**src/rtl/slc3_stim_sequencer.sv**
```systemverilog
// slc3_stim_sequencer
// Script-driven stimulus/check sequencer placed in front of the SLC-3 top level.
// A small script memory holds {opcode[3:0], operand[DATA_W-1:0]} entries. When started,
// the script is played from entry 0. It drives SW, pulses Run/Continue, waits on a cycle
// count or on the CPU pause level, and compares the observed CPU value against expected
// operands. Passed and failed checks are counted in saturating counters.
//
// Opcodes: 0 END, 1 SETSW, 2 RUN, 3 CONT, 4 WAIT n, 5 WAITP, 6 CHECK, 7-15 illegal (counted, skipped)
//
// Ports
//   Clk, Reset        rising-edge clock, synchronous active-high reset
//   prog_we/addr/data script write port, only honoured while not busy
//   start             one-cycle request to play the script from entry 0
//   pause_i           CPU is waiting for Continue (level)
//   obs_i             observed CPU value compared by CHECK
//   SW, Run, Continue driven CPU stimulus
//   busy, done        script executing / script finished (held until next start)
//   err_cnt, pass_cnt failed checks + illegal opcodes + overruns (+ timeouts) / passed checks
//   pc                current script entry
//
// Build option: define SEQ_TIMEOUT_EN to make WAITP give up after TIMEOUT cycles
// (counted as an error). Without it WAITP waits indefinitely.

module slc3_stim_sequencer #(
    parameter int SW_W      = 10,
    parameter int DATA_W    = 16,
    parameter int DEPTH     = 32,
    parameter int PULSE_CYC = 2,
    parameter int CNT_W     = 8,
    parameter int TIMEOUT   = 1024
) (
    input  logic                     Clk,
    input  logic                     Reset,
    input  logic                     prog_we,
    input  logic [$clog2(DEPTH)-1:0] prog_addr,
    input  logic [4+DATA_W-1:0]      prog_data,
    input  logic                     start,
    input  logic                     pause_i,
    input  logic [DATA_W-1:0]        obs_i,
    output logic [SW_W-1:0]          SW,
    output logic                     Run,
    output logic                     Continue,
    output logic                     busy,
    output logic                     done,
    output logic [CNT_W-1:0]         err_cnt,
    output logic [CNT_W-1:0]         pass_cnt,
    output logic [$clog2(DEPTH)-1:0] pc
);

    localparam int AW = $clog2(DEPTH);
    localparam int IW = 4 + DATA_W;

    localparam logic [3:0] OP_END   = 4'd0;
    localparam logic [3:0] OP_SETSW = 4'd1;
    localparam logic [3:0] OP_RUN   = 4'd2;
    localparam logic [3:0] OP_CONT  = 4'd3;
    localparam logic [3:0] OP_WAIT  = 4'd4;
    localparam logic [3:0] OP_WAITP = 4'd5;
    localparam logic [3:0] OP_CHECK = 4'd6;

    typedef enum logic [2:0] {
        S_IDLE, S_FETCH, S_EXEC, S_PULSE, S_WAIT, S_WAITP, S_DONE
    } state_t;

    function automatic logic [CNT_W-1:0] sat_add(input logic [CNT_W-1:0] a,
                                                 input logic [1:0]       n);
        logic [CNT_W:0] s;
        s = {1'b0, a} + (CNT_W+1)'(n);
        if (s[CNT_W]) return '1;
        return s[CNT_W-1:0];
    endfunction

    state_t             state_q, state_d;
    logic [AW-1:0]      pc_q, pc_d;
    logic [SW_W-1:0]    sw_q, sw_d;
    logic [CNT_W-1:0]   err_q, err_d;
    logic [CNT_W-1:0]   pass_q, pass_d;
    logic [DATA_W-1:0]  cnt_q, cnt_d;
    logic               is_cont_q, is_cont_d;
    logic [IW-1:0]      ir_q;
    logic [IW-1:0]      mem [DEPTH];

    logic [3:0]         op;
    logic [DATA_W-1:0]  operand;
    logic               advance;
    logic [1:0]         err_inc;
    logic [1:0]         pass_inc;

`ifdef SEQ_TIMEOUT_EN
    localparam int TMO_W = $clog2(TIMEOUT + 1);
    logic [TMO_W-1:0]   tmo_q, tmo_d;
`else
    logic unused_timeout;
    assign unused_timeout = ^TIMEOUT;
`endif

    assign op      = ir_q[IW-1 -: 4];
    assign operand = ir_q[DATA_W-1:0];

    // Script memory: not reset, so a loaded script survives Reset. The entry is
    // latched only in FETCH so the instruction stays stable across PULSE/WAIT.
    always_ff @(posedge Clk) begin
        if (prog_we && !busy) mem[prog_addr] <= prog_data;
        if (state_q == S_FETCH) ir_q <= mem[pc_q];
    end

    always_comb begin
        state_d   = state_q;
        pc_d      = pc_q;
        sw_d      = sw_q;
        err_d     = err_q;
        pass_d    = pass_q;
        cnt_d     = cnt_q;
        is_cont_d = is_cont_q;
        advance   = 1'b0;
        err_inc   = 2'd0;
        pass_inc  = 2'd0;
`ifdef SEQ_TIMEOUT_EN
        tmo_d     = tmo_q;
`endif
        case (state_q)
            S_IDLE, S_DONE: begin
                if (start) begin
                    state_d = S_FETCH;
                    pc_d    = '0;
                    err_d   = '0;
                    pass_d  = '0;
                end
            end
            S_FETCH: state_d = S_EXEC;
            S_EXEC: begin
                case (op)
                    OP_END:   state_d = S_DONE;
                    OP_SETSW: begin
                        sw_d    = operand[SW_W-1:0];
                        advance = 1'b1;
                    end
                    OP_RUN, OP_CONT: begin
                        is_cont_d = (op == OP_CONT);
                        cnt_d     = DATA_W'(PULSE_CYC - 1);
                        state_d   = S_PULSE;
                    end
                    OP_WAIT: begin
                        if (operand == '0) begin
                            advance = 1'b1;
                        end else begin
                            cnt_d   = operand - DATA_W'(1);
                            state_d = S_WAIT;
                        end
                    end
                    OP_WAITP: begin
`ifdef SEQ_TIMEOUT_EN
                        tmo_d = '0;
`endif
                        if (pause_i) advance = 1'b1;
                        else         state_d = S_WAITP;
                    end
                    OP_CHECK: begin
                        if (obs_i == operand) pass_inc = 2'd1;
                        else                  err_inc  = 2'd1;
                        advance = 1'b1;
                    end
                    default: begin
                        err_inc = 2'd1;
                        advance = 1'b1;
                    end
                endcase
            end
            S_PULSE, S_WAIT: begin
                // cnt_q holds remaining cycles minus one in this state
                if (cnt_q == '0) advance = 1'b1;
                else             cnt_d   = cnt_q - DATA_W'(1);
            end
            S_WAITP: begin
                if (pause_i) advance = 1'b1;
`ifdef SEQ_TIMEOUT_EN
                else if (tmo_q == TMO_W'(TIMEOUT - 1)) begin
                    err_inc = err_inc + 2'd1;
                    advance = 1'b1;
                end else begin
                    tmo_d = tmo_q + TMO_W'(1);
                end
`endif
            end
            default: state_d = S_IDLE;
        endcase

        // Completing the last entry without END is an overrun: stop there, no wrap.
        if (advance) begin
            if (pc_q == AW'(DEPTH - 1)) begin
                state_d = S_DONE;
                err_inc = err_inc + 2'd1;
            end else begin
                pc_d    = pc_q + AW'(1);
                state_d = S_FETCH;
            end
        end

        err_d  = sat_add(err_d, err_inc);
        pass_d = sat_add(pass_d, pass_inc);
    end

    always_ff @(posedge Clk) begin
        if (Reset) begin
            state_q   <= S_IDLE;
            pc_q      <= '0;
            sw_q      <= '0;
            err_q     <= '0;
            pass_q    <= '0;
            is_cont_q <= 1'b0;
        end else begin
            state_q   <= state_d;
            pc_q      <= pc_d;
            sw_q      <= sw_d;
            err_q     <= err_d;
            pass_q    <= pass_d;
            is_cont_q <= is_cont_d;
        end
        cnt_q <= cnt_d;
    end

`ifdef SEQ_TIMEOUT_EN
    always_ff @(posedge Clk) begin
        if (Reset) tmo_q <= '0;
        else       tmo_q <= tmo_d;
    end
`endif

    assign SW       = sw_q;
    assign Run      = (state_q == S_PULSE) && !is_cont_q;
    assign Continue = (state_q == S_PULSE) &&  is_cont_q;
    assign busy     = (state_q != S_IDLE) && (state_q != S_DONE);
    assign done     = (state_q == S_DONE);
    assign err_cnt  = err_q;
    assign pass_cnt = pass_q;
    assign pc       = pc_q;

endmodule

```
**config.mk**
```make
export PLATFORM = sky130hd
export DESIGN_NAME = slc3_stim_sequencer
export DESIGN_NICKNAME = d
export VERILOG_FILES = /design/src/rtl/slc3_stim_sequencer.sv
export SDC_FILE = /design/constraint.sdc
export NUM_CORES = 1
export LEC_CHECK = 0
export BUFFER_PORTS_ARGS = -buffer_cell sky130_fd_sc_hd__buf_2
export CORE_UTILIZATION = 45
export CTS_CLUSTER_DIAMETER = 120
export DETAILED_ROUTE_END_ITERATION = 16
export PLACE_DENSITY = 0.58
export SLEW_MARGIN = 20
export SYNTH_ARGS = -nofsm -noshare
export SYNTH_HDL_FRONTEND = slang
export SYNTH_SLANG_ARGS = --single-unit
```
**constraint.sdc**
```tcl
create_clock -name Clk -period 9.1 [get_ports Clk]
set_input_delay 0 -clock Clk [delete_from_list [all_inputs] [get_ports Clk]]
set_output_delay 0 -clock Clk [all_outputs]
set_load 0.01 [all_outputs]
```
==> flow_summary.toml, run 1 <==
[yosys]
ys_seq_elements = 711
yosysTopAreaCell = "edfxtp_1"
async_flop_share_pct = 0
yosys-top-cells-area = "edfxtp_1, mux4_2, dfxtp_1"
synthCells = 1353
synth_area_sq_mm = 0.0283
yosys.area.top_type_share_pct = 71.8
yosys_warnings = 0
synth-edff-count = 676
ys_types = 57
synth_seq_area_share_pct = 74.3
syn_nets = 1411
syn_area_per_cell_sq_um = 20.9
synth-main-ff-cell = "edfxtp_1"

[setup_path]
critPathMaxFanout = 6
rr_worst_depth = 12
r2r_slack_ns = 4.91
end_kind = "flop"
cp_common_cell = "or4_4"
cp-start-kind = "flop"
critPathKind = "reg2reg"
critPathRequiredTime_ns = 9.62
cpPeakStageDelay_ns = 0.62
path_cells = "or4_4, or4_4, o32ai_2, nor2_1, nor2b_1, ha_1, inv_1, fa_1, and3b_1, o211ai_1, or3_1, a21oi_1"
r2r-end = "err_cnt[0]"
r2r-start = "ir_q[5]"
cp.arrival_ns = 4.71
critPathSlowestCell = "or4_4"

[clock_tree]
htree_levels = 3
numCtsBuffers = 73
cts_tree = "built"
clk_latency_ns = 0.62
clk_pin_slew_ns = 0.06
cts_resized = 0
clock-root-buffer = "clkbuf_16"
clock-sinks = 711
cts_buffer_depth = 3

[power_and_ir_drop]
p_leak_nw = 10.1
cellPowerDensity_mw_per_mm2 = 237
power_mw = 7.67
ir_drop_uv = 128

[final_layout]
final_core_util_pct = 52.3
fin_area_sq_mm = 0.0324
n_fill_cell = 4857
drive_gt1_share_pct = 31.4
multiInputGateArea_sq_mm = 0.00703
synthToLayoutAreaGrowth_pct = 14.6
nNetsFinal = 1564
regArea_sq_mm = 0.0210
final_cells = 2397

[route]
drt-vias-per-instance = 5.75
drc = 0
wl_mm = 66.0
vias = 13800
ant_nets = 0
wl_per_cell_um = 27.5
drt_iter0_drc = 1304
drt_pre_antenna_iters = 5

[die]
num_io_pins = 81
die_area_sq_mm = 0.0638
die_h_um = 253
core_area_sq_mm = 0.0619
initial_core_util_pct = 45.6
rows = 91
die_x_um = 253

[timing]
slew_headroom_pct = 25.5
fin_ws_ns = 4.91
finClkSkew_ns = 0.0229
final.setup.tns_ns = 0
worst_slew_pin_slew_ns = 1.12
finalCritPeriodShare_pct = 46.1
hold_violations = 0
grt_setup_unrepaired = "false"
finalSetupViolations = 0
fmax_mhz = 239
timing.hold.ws_ns = 0.109
period_minus_slack_ns = 4.19
slew_violations = 0

[grt]
grt_max_degree = 95
antenna_found_initial = 2
overflow = 0
grt_pass1_vias = 14100
track_usage_pct = 21.3
grt_pass1_wl_mm = 96.6

[hold_path]
hold_class = "in2reg"
holdPathStages = 3
holdCritStartpoint = "prog_addr[3]"
hold-path-endpoint = "mem[12][19]"

[place]
place_inst = 2245
gp_congestion = 0.791
dpl_cell_area_sq_mm = 0.0299
hpwl_mm = 38.4
dp_slack_ns = 4.98
port_buffers = 80

[job]
maxCapViolCount = 0

[status]
status = "completed"
==> how the worst max path moves through the flow <==
| stage | start | endpoint | slack [ns] | cells past startpoint |
|---|---|---|---|---|
| after CTS | ir_q[4] | err_cnt[0] | 4.92 | 12 |
| after detailed placement | pc[1] | ir_q[7] | 4.98 | 5 |
| after global routing | ir_q[17] | err_cnt[1] | 4.56 | 12 |
| after floorplan | ir_q[4] | err_cnt[0] | 5.40 | 14 |
| after global placement | pc[1] | ir_q[6] | 4.97 | 5 |
| final | ir_q[5] | err_cnt[0] | 4.91 | 12 |
==> sequential cells by signal (all words and copies together) (netlist names) <==
| name | flops |
|---|---|
| SW | 10 |
| is_cont_q | 1 |
| pass_cnt | 8 |
| pc | 5 |
| state_q | 3 |
| mem | 640 |
| err_cnt | 8 |
| ir_q | 20 |
| cnt_q | 16 |
==> metal layers <==
| metal | part of all wire [%] | global-route usage, % | up-vias |
|---|---|---|---|
| li1 | - | - | 5920 |
| met1 | 43 | 30.3 | 7328 |
| met2 | 49 | 34.0 | 443 |
| met3 | 6.1 | 3.85 | 80 |
| met4 | 1.7 | 5.85 | 4 |
| met5 | 0.044 | 0 | - |
==> power breakdown <==
part,internal (mW),total [mW],switching (mW)
logic,0.438,0.935,0.497
clock network,1.66,2.87,1.21
registers,3.73,3.87,0.138
total,5.83,7.67,1.85
==> Yosys cell counts, drive strengths merged, types with 7 or more instances <==
| master | number |
|---|---|
| ha | 11 |
| mux2 | 21 |
| nand3b | 7 |
| edfxtp | 676 |
| and2 | 8 |
| inv | 14 |
| nand4 | 8 |
| nor3 | 14 |
| nor2 | 74 |
| nor2b | 7 |
| nand2 | 24 |
| mux4 | 200 |
| nand2b | 8 |
| clkbuf | 52 |
| nand3 | 9 |
| mux2i | 13 |
| buf | 14 |
| a21oi | 23 |
| dfxtp | 35 |
| xnor2 | 42 |
| xor2 | 11 |
| o22ai | 14 |
==> timing repair <==
item / CTS / global route
setup endpoints to repair: 0 / 0
hold buffers: 23 / 0
hold endpoints to repair: 665 / 0
buffers inserted: 0 / 0
==> logic make-up after synthesis <==
group                    after synthesis  synth area share [%]
buffers and inverters                 81                  1.14
AND/OR/NAND/NOR                      198                  3.62
multiplexers                         234                  17.2
adder cells (fa/ha/maj)               12                 0.558
flip-flops                           711                  74.3
XOR/XNOR                              53                  1.64
AO/OA/AOI/OAI                         64                  1.52
==> area by class of cell <==
| cell class | count | area share [%] |
|---|---|---|
| Antenna cell | 1 | 0.00773 |
| Clock buffer | 97 | 6.14 |
| Clock inverter | 31 | 0.904 |
| Inverter | 15 | 0.178 |
| Multi-Input combinational cell | 561 | 21.7 |
| Sequential cell | 711 | 64.9 |
| Tap cell | 837 | 3.23 |
| Timing Repair Buffer | 144 | 2.94 |
==> critical path, delay by kind of cell (launching register included) <==
family	cells	cell delay, ns
compound gates	3	0.62
simple gates	6	2.20
fa+ha+maj	2	0.62
flops	1	0.58
buf+inv	1	0.06
==> cells in the final DEF (no fill, tap or decap), drive strengths merged, types with 6 or more instances in the layout <==
cell,synthesis,final
mux2i,13,13
xor2,11,11
ha,11,11
inv,14,17
dlygate4sd3,0,23
nand2b,8,8
nand4,8,8
nor3,14,14
a21oi,23,23
or3,6,6
nand3b,7,7
buf,14,121
o22ai,14,14
nand3,9,9
clkbuf,52,97
dfxtp,35,35
nor2,74,74
nand2,24,24
and3,6,6
edfxtp,676,676
and2,8,8
o21ai,6,6
mux4,200,200
mux2,21,21
nor2b,7,7
xnor2,42,42
clkinv,1,24
No activity file was read; power rests on OpenSTA's default activity.
==> run 2: changes to the inputs <==
--- a/config.mk
+++ b/config.mk
@@ -9,7 +9,7 @@
 export CORE_UTILIZATION = 45
 export CTS_CLUSTER_DIAMETER = 120
 export DETAILED_ROUTE_END_ITERATION = 16
-export PLACE_DENSITY = 0.58
+export PLACE_DENSITY = 0.6
 export SLEW_MARGIN = 20
 export SYNTH_ARGS = -nofsm -noshare
 export SYNTH_HDL_FRONTEND = slang
==> constraint.sdc (replaced) <==
create_clock -name Clk -period 3.4 [get_ports Clk]
set_input_delay 0 -clock Clk [delete_from_list [all_inputs] [get_ports Clk]]
set_output_delay 0 -clock Clk [all_outputs]
set_load 0.01 [all_outputs]
==> flow_summary.toml, run 2 (same netlist as run 1, synthesis figures left out) <==
[status]
status = "finished, violations left"
violations = "negative setup slack"

[grt]
overflow = 0
track_usage_pct = 21.3
grt_pass1_vias = 14600
grt_pass1_wl_mm = 96.8
antenna_found_initial = 2
grt_max_degree = 128

[setup_path]
critPathMaxFanout = 6
critPathRequiredTime_ns = 3.94
rr_worst_depth = 12
r2r-start = "ir_q[9]"
r2r-end = "err_cnt[3]"
cp-start-kind = "flop"
cp.arrival_ns = 4.03
r2r_slack_ns = -0.09
end_kind = "flop"
critPathKind = "reg2reg"

[clock_tree]
htree_levels = 3
clock-root-buffer = "clkbuf_16"
numCtsBuffers = 75
clk_pin_slew_ns = 0.06
clock-sinks = 711
cts_buffer_depth = 3
cts_tree = "built"
clk_latency_ns = 0.63

[timing]
slew_headroom_pct = 35.9
hold_violations = 0
finalCritPeriodShare_pct = 103
grt_setup_unrepaired = "true"
final.setup.tns_ns = -0.366
fmax_mhz = 287
worst_slew_pin_slew_ns = 0.957
finClkSkew_ns = 0.0203
fin_ws_ns = -0.0879
finalSetupViolations = 6
period_minus_slack_ns = 3.49
slew_violations = 0

[place]
gp_congestion = 0.843
dpl_cell_area_sq_mm = 0.0306
dp_slack_ns = -0.259
hpwl_mm = 38.5
port_buffers = 80

[die]
die_x_um = 253
die_h_um = 253
rows = 91
core_area_sq_mm = 0.0619
initial_core_util_pct = 45.6
num_io_pins = 81
die_area_sq_mm = 0.0638

[power_and_ir_drop]
p_leak_nw = 10.7
ir_drop_uv = 379
cellPowerDensity_mw_per_mm2 = 634

[route]
wl_per_cell_um = 26.3
drt-vias-per-instance = 5.66
vias = 14100
wl_mm = 65.8
drt_pre_antenna_iters = 5
ant_nets = 0
drt_iter0_drc = 1321
drc = 0

[final_layout]
diodes = 0
drive_gt1_share_pct = 36.3
synthToLayoutAreaGrowth_pct = 18.2
final_cell_mix = "edfxtp_1, mux4_2, buf_4, buf_2, clkbuf_16"
fin_area_sq_mm = 0.0334
largest_reg_flops = 640
reg_top3 = "mem x640, ir_q x20, cnt_q x16"
layout_commonest_cell = "edfxtp_1"
largest-register = "mem"
n_fill_cell = 4820
nNetsFinal = 1659

[hold_path]
hold_class = "in2reg"
hold-path-endpoint = "mem[6][1]"
holdPathStages = 4
holdCritStartpoint = "prog_addr[4]"

[job]
maxCapViolCount = 0
[run 2: worst max-delay path by stage]
stage                             to  slack, ns  startpoint
after floorplan           err_cnt[0]      -0.12     ir_q[9]
after global placement    err_cnt[0]      -0.17     ir_q[9]
after detailed placement  err_cnt[1]      -0.26     ir_q[9]
after CTS                 err_cnt[3]      -0.09     ir_q[4]
after global routing      err_cnt[1]      -0.19     ir_q[4]
final                     err_cnt[3]      -0.09     ir_q[9]
[run 2: layer usage]
layer	share of wire, %	routed length (um)	global-route usage (%)	up-vias
met2	49	32400	34.6	451
li1	-	-	-	6120
met1	42	27900	29.6	7454
met4	2.1	1380	5.84	2
met5	0.012	8	0	-
met3	6.1	4020	4.09	101
[run 2: through the flow]
stage / total power [mW] / cells / hold slack, ns / utilization, %
CTS: 21.3 / 2491 / 0.0259 / 53.8
detailed placement: 13.3 / 2321 / 0.416 / 49.4
finish: 21.2 / 2496 / 0.0640 / 53.9
global route: 21.9 / 2496 / 0.0520 / 53.9
global placement: 13.3 / 2321 / 0.415 / 49.4
floorplan: 12.2 / 1353 / 0.0989 / -
[run 2: worst max-delay path, stage by stage (launching register included)]
cell and delay [ns]:
edfxtp_1 0.39, or4_4 0.55, or4_4 0.51, o32ai_4 0.19, nor2_2 0.11, nor2b_4 0.14
ha_4 0.14, inv_2 0.04, fa_2 0.34, and3b_1 0.24, o211ai_1 0.13, or3_4 0.48
a21oi_2 0.17
[run 2: timing repair]
item	CTS	global route
gates resized for setup	7	11
gates cloned	0	0
endpoints found under the hold margin	667	0
pin swaps	10	9
hold buffers	24	0
endpoints found under the setup margin	8	8
setup buffers	11	5
[run 2: area by class of cell]
cell class / count / area (sq um) / share of cell area (%)
flip-flops and latches: 711 / 21000 / 62.9
multi-input cells: 561 / 7130 / 21.3
well taps: 837 / 1050 / 3.13
clock inverters: 43 / 414 / 1.24
clock buffers: 92 / 1980 / 5.94
repair buffers: 237 / 1770 / 5.30
inverters: 15 / 57.6 / 0.172
[run 2: report_power, final]
part / internal, mW / switching (mW) / total [mW]
clock: 4.69 / 3.33 / 8.02
combinational: 1.43 / 1.58 / 3.01
sequential: 9.98 / 0.178 / 10.2
